$ cat config.mk
export PLATFORM = sky130hd
export DESIGN_NAME = rom_read_arbiter_flat
export DESIGN_NICKNAME = d
export VERILOG_FILES = /design/src/rtl/rom_read_arbiter_if.sv /design/src/rtl/rom_read_arbiter.sv /design/src/flat_wrapper.sv
export SDC_FILE = /design/constraint.sdc
export NUM_CORES = 1
export LEC_CHECK = 0
export BUFFER_PORTS_ARGS = -buffer_cell sky130_fd_sc_hd__buf_2
export CORE_MARGIN = 4
export CORE_UTILIZATION = 47
export CTS_CLUSTER_SIZE = 40
export DETAILED_ROUTE_END_ITERATION = 8
export PLACE_DENSITY = 0.83
export SETUP_SLACK_MARGIN = 0.02
export SLEW_MARGIN = 20
export SYNTH_ARGS = -nofsm -noshare
export SYNTH_HDL_FRONTEND = slang
export SYNTH_SLANG_ARGS = --single-unit
$ cat constraint.sdc
create_clock -name vga_clk -period 4.4 [get_ports vga_clk]
set_input_delay 0.66 -clock vga_clk [delete_from_list [all_inputs] [get_ports vga_clk]]
set_output_delay 0.66 -clock vga_clk [all_outputs]
set_load 0.05 [all_outputs]
$ cat src/rtl/rom_read_arbiter_if.sv
// Bus between the per-layer pixel fetchers, the shared image ROM and the read arbiter.
// master: fetchers + ROM side; slave: rom_read_arbiter.
interface rom_read_arbiter_if #(
  parameter int unsigned N_REQ  = 4,
  parameter int unsigned ADDR_W = 19,
  parameter int unsigned DATA_W = 4
);
  logic                       enable;
  logic [N_REQ-1:0]           req;
  logic [N_REQ*ADDR_W-1:0]    req_addr;
  logic [N_REQ-1:0]           gnt;
  logic [ADDR_W-1:0]          rom_addr;
  logic [DATA_W-1:0]          rom_q;
  logic [DATA_W-1:0]          rd_data;
  logic [N_REQ-1:0]           rd_valid;
  logic                       pending;

  modport master (
    output enable, req, req_addr, rom_q,
    input  gnt, rom_addr, rd_data, rd_valid, pending
  );

  modport slave (
    input  enable, req, req_addr, rom_q,
    output gnt, rom_addr, rd_data, rd_valid, pending
  );
endinterface

$ cat src/rtl/rom_read_arbiter.sv
// Round-robin arbiter sharing one registered-read image ROM between N_REQ pixel fetchers.
// Optional macro ARB_PRIO0_EN gives requester 0 (background) fixed highest priority.
module rom_read_arbiter #(
  parameter int unsigned N_REQ   = 4,
  parameter int unsigned ADDR_W  = 19,
  parameter int unsigned DATA_W  = 4,
  parameter int unsigned ROM_LAT = 1
) (
  input  logic              vga_clk,
  input  logic              reset_n,
  rom_read_arbiter_if.slave bus
);

  localparam int unsigned PTR_W = (N_REQ > 1) ? $clog2(N_REQ) : 1;
`ifdef ARB_PRIO0_EN
  localparam bit Prio0 = 1'b1;
`else
  localparam bit Prio0 = 1'b0;
`endif

  logic [PTR_W-1:0]  ptr_q, ptr_d;
  logic [PTR_W-1:0]  gnt_idx, cand_idx;
  logic              gnt_any;
  logic [N_REQ-1:0]  gnt_oh;
  logic [ADDR_W-1:0] rom_addr_q, rom_addr_d;
  logic [DATA_W-1:0] rd_data_q, rd_data_d;
  logic [N_REQ-1:0]  rd_valid_q, rd_valid_d;
  logic [N_REQ-1:0]  tag_q [ROM_LAT+1];
  logic [N_REQ-1:0]  tag_d [ROM_LAT+1];
  logic              pending;

  // Search starts just past the last winner and wraps; requester 0 may pre-empt.
  always_comb begin
    gnt_any  = 1'b0;
    gnt_idx  = '0;
    cand_idx = '0;
    if (reset_n && bus.enable) begin
      if (Prio0 && bus.req[0]) begin
        gnt_any = 1'b1;
        gnt_idx = '0;
      end
      for (int unsigned k = 1; k <= N_REQ; k++) begin
        cand_idx = PTR_W'((32'(ptr_q) + k) % N_REQ);
        if (!gnt_any && bus.req[cand_idx] && !(Prio0 && cand_idx == '0)) begin
          gnt_any = 1'b1;
          gnt_idx = cand_idx;
        end
      end
    end
    gnt_oh = gnt_any ? (N_REQ'(1) << gnt_idx) : '0;
  end

  always_comb begin
    ptr_d      = ptr_q;
    rom_addr_d = rom_addr_q;
    if (gnt_any) begin
      rom_addr_d = bus.req_addr[32'(gnt_idx)*ADDR_W +: ADDR_W];
      // A fixed-priority background grant must not disturb the rotation of the others.
      if (!(Prio0 && gnt_idx == '0)) ptr_d = gnt_idx;
    end
    tag_d[0] = gnt_oh;
    for (int unsigned s = 1; s <= ROM_LAT; s++) tag_d[s] = tag_q[s-1];
    rd_valid_d = tag_q[ROM_LAT];
    rd_data_d  = (|tag_q[ROM_LAT]) ? bus.rom_q : rd_data_q;
    pending    = 1'b0;
    for (int unsigned s = 0; s <= ROM_LAT; s++) pending = pending | (|tag_q[s]);
  end

  always_ff @(posedge vga_clk or negedge reset_n) begin
    if (!reset_n) begin
      ptr_q      <= PTR_W'(N_REQ - 1);
      rom_addr_q <= '0;
      rd_data_q  <= '0;
      rd_valid_q <= '0;
      for (int unsigned s = 0; s <= ROM_LAT; s++) tag_q[s] <= '0;
    end else begin
      ptr_q      <= ptr_d;
      rom_addr_q <= rom_addr_d;
      rd_data_q  <= rd_data_d;
      rd_valid_q <= rd_valid_d;
      for (int unsigned s = 0; s <= ROM_LAT; s++) tag_q[s] <= tag_d[s];
    end
  end

  assign bus.gnt      = gnt_oh;
  assign bus.rom_addr = rom_addr_q;
  assign bus.rd_data  = rd_data_q;
  assign bus.rd_valid = rd_valid_q;
  assign bus.pending  = pending;

endmodule

$ cat src/flat_wrapper.sv
// flat-port wrapper written by rule: the top's interface ports become plain ports
module rom_read_arbiter_flat 
#(
  parameter int unsigned N_REQ   = 4,
  parameter int unsigned ADDR_W  = 19,
  parameter int unsigned DATA_W  = 4,
  parameter int unsigned ROM_LAT = 1
)
  (vga_clk, reset_n, bus_enable, bus_req, bus_req_addr, bus_rom_q, bus_gnt, bus_rom_addr, bus_rd_data, bus_rd_valid, bus_pending);
  rom_read_arbiter_if #(.N_REQ(N_REQ), .ADDR_W(ADDR_W), .DATA_W(DATA_W)) bus_i ();
  input  logic vga_clk;
  input  logic reset_n;
  input wire logic [$bits(bus_i.enable)-1:0] bus_enable;
  input wire logic [$bits(bus_i.req)-1:0] bus_req;
  input wire logic [$bits(bus_i.req_addr)-1:0] bus_req_addr;
  input wire logic [$bits(bus_i.rom_q)-1:0] bus_rom_q;
  output wire logic [$bits(bus_i.gnt)-1:0] bus_gnt;
  output wire logic [$bits(bus_i.rom_addr)-1:0] bus_rom_addr;
  output wire logic [$bits(bus_i.rd_data)-1:0] bus_rd_data;
  output wire logic [$bits(bus_i.rd_valid)-1:0] bus_rd_valid;
  output wire logic [$bits(bus_i.pending)-1:0] bus_pending;
  assign bus_i.enable = bus_enable;
  assign bus_i.req = bus_req;
  assign bus_i.req_addr = bus_req_addr;
  assign bus_i.rom_q = bus_rom_q;
  assign bus_gnt = bus_i.gnt;
  assign bus_rom_addr = bus_i.rom_addr;
  assign bus_rd_data = bus_i.rd_data;
  assign bus_rd_valid = bus_i.rd_valid;
  assign bus_pending = bus_i.pending;
  rom_read_arbiter #(.N_REQ(N_REQ), .ADDR_W(ADDR_W), .DATA_W(DATA_W), .ROM_LAT(ROM_LAT)) u_core (.vga_clk(vga_clk), .reset_n(reset_n), .bus(bus_i));
endmodule
==> impl_results.md <==
- Fin. max-slew vios: 0
- YS warnings: 0
- Tot GR Track Use: 0.2150
- # IOs: between 100 and 150
- Register Area: just over 900 sq um
- Final ANT Viol Nets: 0
- First-pass GRT wire length: 8921 um
- Fin. Hold Viols: 0
- Syn Nets: approximately 290
- Starting density of the core: 0.4960
- Row count: 23
- H-tree depth: 2
- Fin Setup TNS: 0 ns
- Initial antenna violation count: 0
- Post-synth EDFFs: 0
- Critical path launch point type: flop
- Part of the cycle the worst path needs: 0.7406
- Critical Path, Cell by Cell: nand2_1 -> o21ai_1 -> or3_1 -> and3b_1 -> buf_2
- Hold WS: roughly 0.38 ns
- Pin count of the biggest net entering global routing: 39
- Outcome: finished clean
- Crit path from: u_core.ptr_q[1]$_DFFE_PN1P_
- Filler instances: between 300 and 400
- Async S/R FF share, synth: 1.000
- Worst Hold Class: flop to flop
- Synth Instances: between 200 and 250
- Setup bufs post-CTS: 0
- Setup Viol. Count Final: 0
- Pre-Repair DR Iteration Count: 4
- Clock sink count: 37
- Clock buffer count from CTS: 5
- FMAX: 306.9 MHz
- WL/cell: approximately 15 um
- DRC: 0
- Die Wd: ~74 um
- WHS Path Cells: 0
- Ys flop type: dfrtp_1
- Worst reg-to-reg setup slack: 1.91 ns
- Avg Inst Size Synth: between 9 and 10 sq um
- Critical path type: flop to output port
- Vias in the first global route: slightly above 2k
- Cell count along the critical path: 5
- Worst path slowest cell: and3b_1
- Worst R2R End: u_core.bus.rom_addr[2]$_DFFE_PN0P_
- Crit path max-delay family: simple AND/OR/NAND/NOR gates
- Library cells used by synthesis: 38
- Clock Skew: 0.007772 ns
- HPWL Detailed: between 4000 and 5000 um
- Reg2reg path depth: 5
- Mapped cell area: about 2000 sq um
- Gpl congestion: between 0.8 and 0.9
- Worst slew pin tran: roughly 0.89 ns
- VDD IR max: about 0.00023 V
- Die ar.: approximately 5400 sq um
- Rel. slew slack: 0.3998
- Via count: 2001
- Post-synthesis register bit count: 37
- GRT Residual Overflow: 0
- Leakage power: ~0.0015 uW
- RR Startpoint: u_core.ptr_q[1]$_DFFE_PN1P_
- Buffers and inverters on the worst path: 1
- Worst-path fanout max: 17
- Sequential area share after synthesis: 0.4580
- Layout area overhead: 33.52%
- Critical Path RT: 3.74 ns
- Layout Nets: between 400 and 500
- Critical path's largest stage delay: 0.67 ns
- RSZ-0062 raised after global routing: no
- CORE AREA: approximately 4100 sq um
- Post-CTS sizing: 0
- Number of buffers added on ports: ~120
- Drt total wl: about 5700 um
- Crit path arrival time: approximately 2.6 ns
- Final Critical Period: ~3.3 ns
- CTS clk-pin slew, worst paths: roughly 0.070 ns
- Via-per-instance ratio: about 5.4
- DIE HEIGHT: ~74 um
- Number of max-cap violations: 0
- Setup crit end: bus_gnt[1]
- Final core utilization: 0.6623
- Critical path capture point type: output port
- Clk buf depth: 2
- Cell Pwr Density: around 540 nW/um^2
- Share of layout cells above drive strength 1: 0.4563
- 1st-iter DRT viols: 93
- Root Driver: clkbuf_8
- Hold-fix buffers at CTS: 0
- Area occupied by multi-input gates: 899.6 sq um
- CTS tree: yes
- Worst-skew pair later-pin latency: 0.28 ns
- N_diodes: 0
[worst register-to-register path, delay by kind of cell, from the launching register on]
kind	cells	cell delay [ns]
flops	1	0.62
compound gates	1	0.48
simple gates	4	1.27
[routing by layer]
metal  GRT usage  share of wire  vias up
met5           0              0        -
met4     0.09658          0.020        0
met3     0.04378          0.067       11
met2      0.3799           0.53       67
met1      0.2478           0.38      956
li1            -              -      967
[worst min-delay path by stage]
stage | endpoint | from | slack [ns]
after global routing | u_core.bus.rd_valid[3]$_DFF_PN0_ | u_core.rd_valid_d[3]$_DFF_PN0_ | 0.39
after global placement | u_core.rd_valid_d[0]$_DFF_PN0_ | u_core.tag_d[0]$_DFF_PN0_ | 0.36
after detailed placement | u_core.bus.rd_valid[3]$_DFF_PN0_ | u_core.rd_valid_d[3]$_DFF_PN0_ | 0.36
final | u_core.bus.rd_valid[2]$_DFF_PN0_ | u_core.rd_valid_d[2]$_DFF_PN0_ | 0.38
after CTS | u_core.bus.rd_valid[3]$_DFF_PN0_ | u_core.rd_valid_d[3]$_DFF_PN0_ | 0.38
after floorplan | u_core.bus.rd_valid[1]$_DFF_PN0_ | u_core.rd_valid_d[1]$_DFF_PN0_ | 0.35
[cell usage after synthesis, types with 2 or more instances]
library cell,n,area [sq um]
a21oi_1,17,85.08
a221o_1,10,100.1
a221o_2,5,56.30
a2bb2oi_1,15,131.4
buf_4,4,30.03
buf_6,7,78.83
clkbuf_1,4,15.01
dfrtp_1,35,875.8
dfstp_2,2,52.55
inv_1,17,63.81
mux2_2,4,45.04
mux2i_1,9,90.09
nand2_1,34,127.6
nand2_2,2,12.51
nand3_1,6,30.03
nor2_1,3,11.26
nor3_1,4,20.02
nor4_1,3,18.77
o21ai_1,2,10.01
o221ai_1,4,35.03
[state kept, by name, summed over array words and instances (netlist names)]
signal / flops
u_core.bus.rd_data: 4
u_core.bus.rd_valid: 4
u_core.bus.rom_addr: 19
u_core.ptr_q: 2
u_core.rd_valid_d: 4
u_core.tag_d: 4
[report_power, final]
group          internal (uW)  leakage [uW]  switching, uW
Clock                    185     0.0000585            111
Sequential               425      0.000465           43.4
Combinational            218      0.000959            469
[placed cells by master (no fill, tap or decap), types with 2 or more instances in the layout]
cell       count
a21oi_1       17
a221o_1       10
a221o_2        5
a2bb2oi_1     15
buf_2        118
buf_4          6
clkbuf_8       6
dfrtp_1       35
dfstp_2        2
inv_1         17
mux2_2         4
mux2i_1        9
nand2_1       34
nand2_2        2
nand3_1        6
nor2_1         3
nor3_1         4
nor4_1         2
o21ai_1        2
o221ai_1       4
[final cells by class]
cell class | count | area share
timing repair buffer | 124 | 0.2349
tap | 50 | 0.02312
multi-input combinational | 134 | 0.3324
clock buffer | 7 | 0.03190
sequential | 37 | 0.3430
clock inverter | 1 | 0.01110
inverter | 17 | 0.02358
[through the flow]
stage / instances / area, sq um / setup WS (ns) / power, uW
2_1_floorplan: 205 / 2027 / 1.739 / 1007
3_3_place_gp: 362 / 2590 / 1.218 / 1155
3_5_place_dp: 362 / 2590 / 1.187 / 1167
4_1_cts: 370 / 2706 / 1.157 / 1463
5_1_grt: 370 / 2706 / 0.9904 / 1526
6_report: 370 / 2706 / 1.142 / 1450
[logic make-up after synthesis]
group / Yosys count / synth area share
buffers and inverters: 34 / 0.1012
flip-flops: 37 / 0.4580
multiplexers: 13 / 0.06667
AO/OA/AOI/OAI: 61 / 0.2383
AND/OR/NAND/NOR: 60 / 0.1358
(Power assumes the default switching activity.)
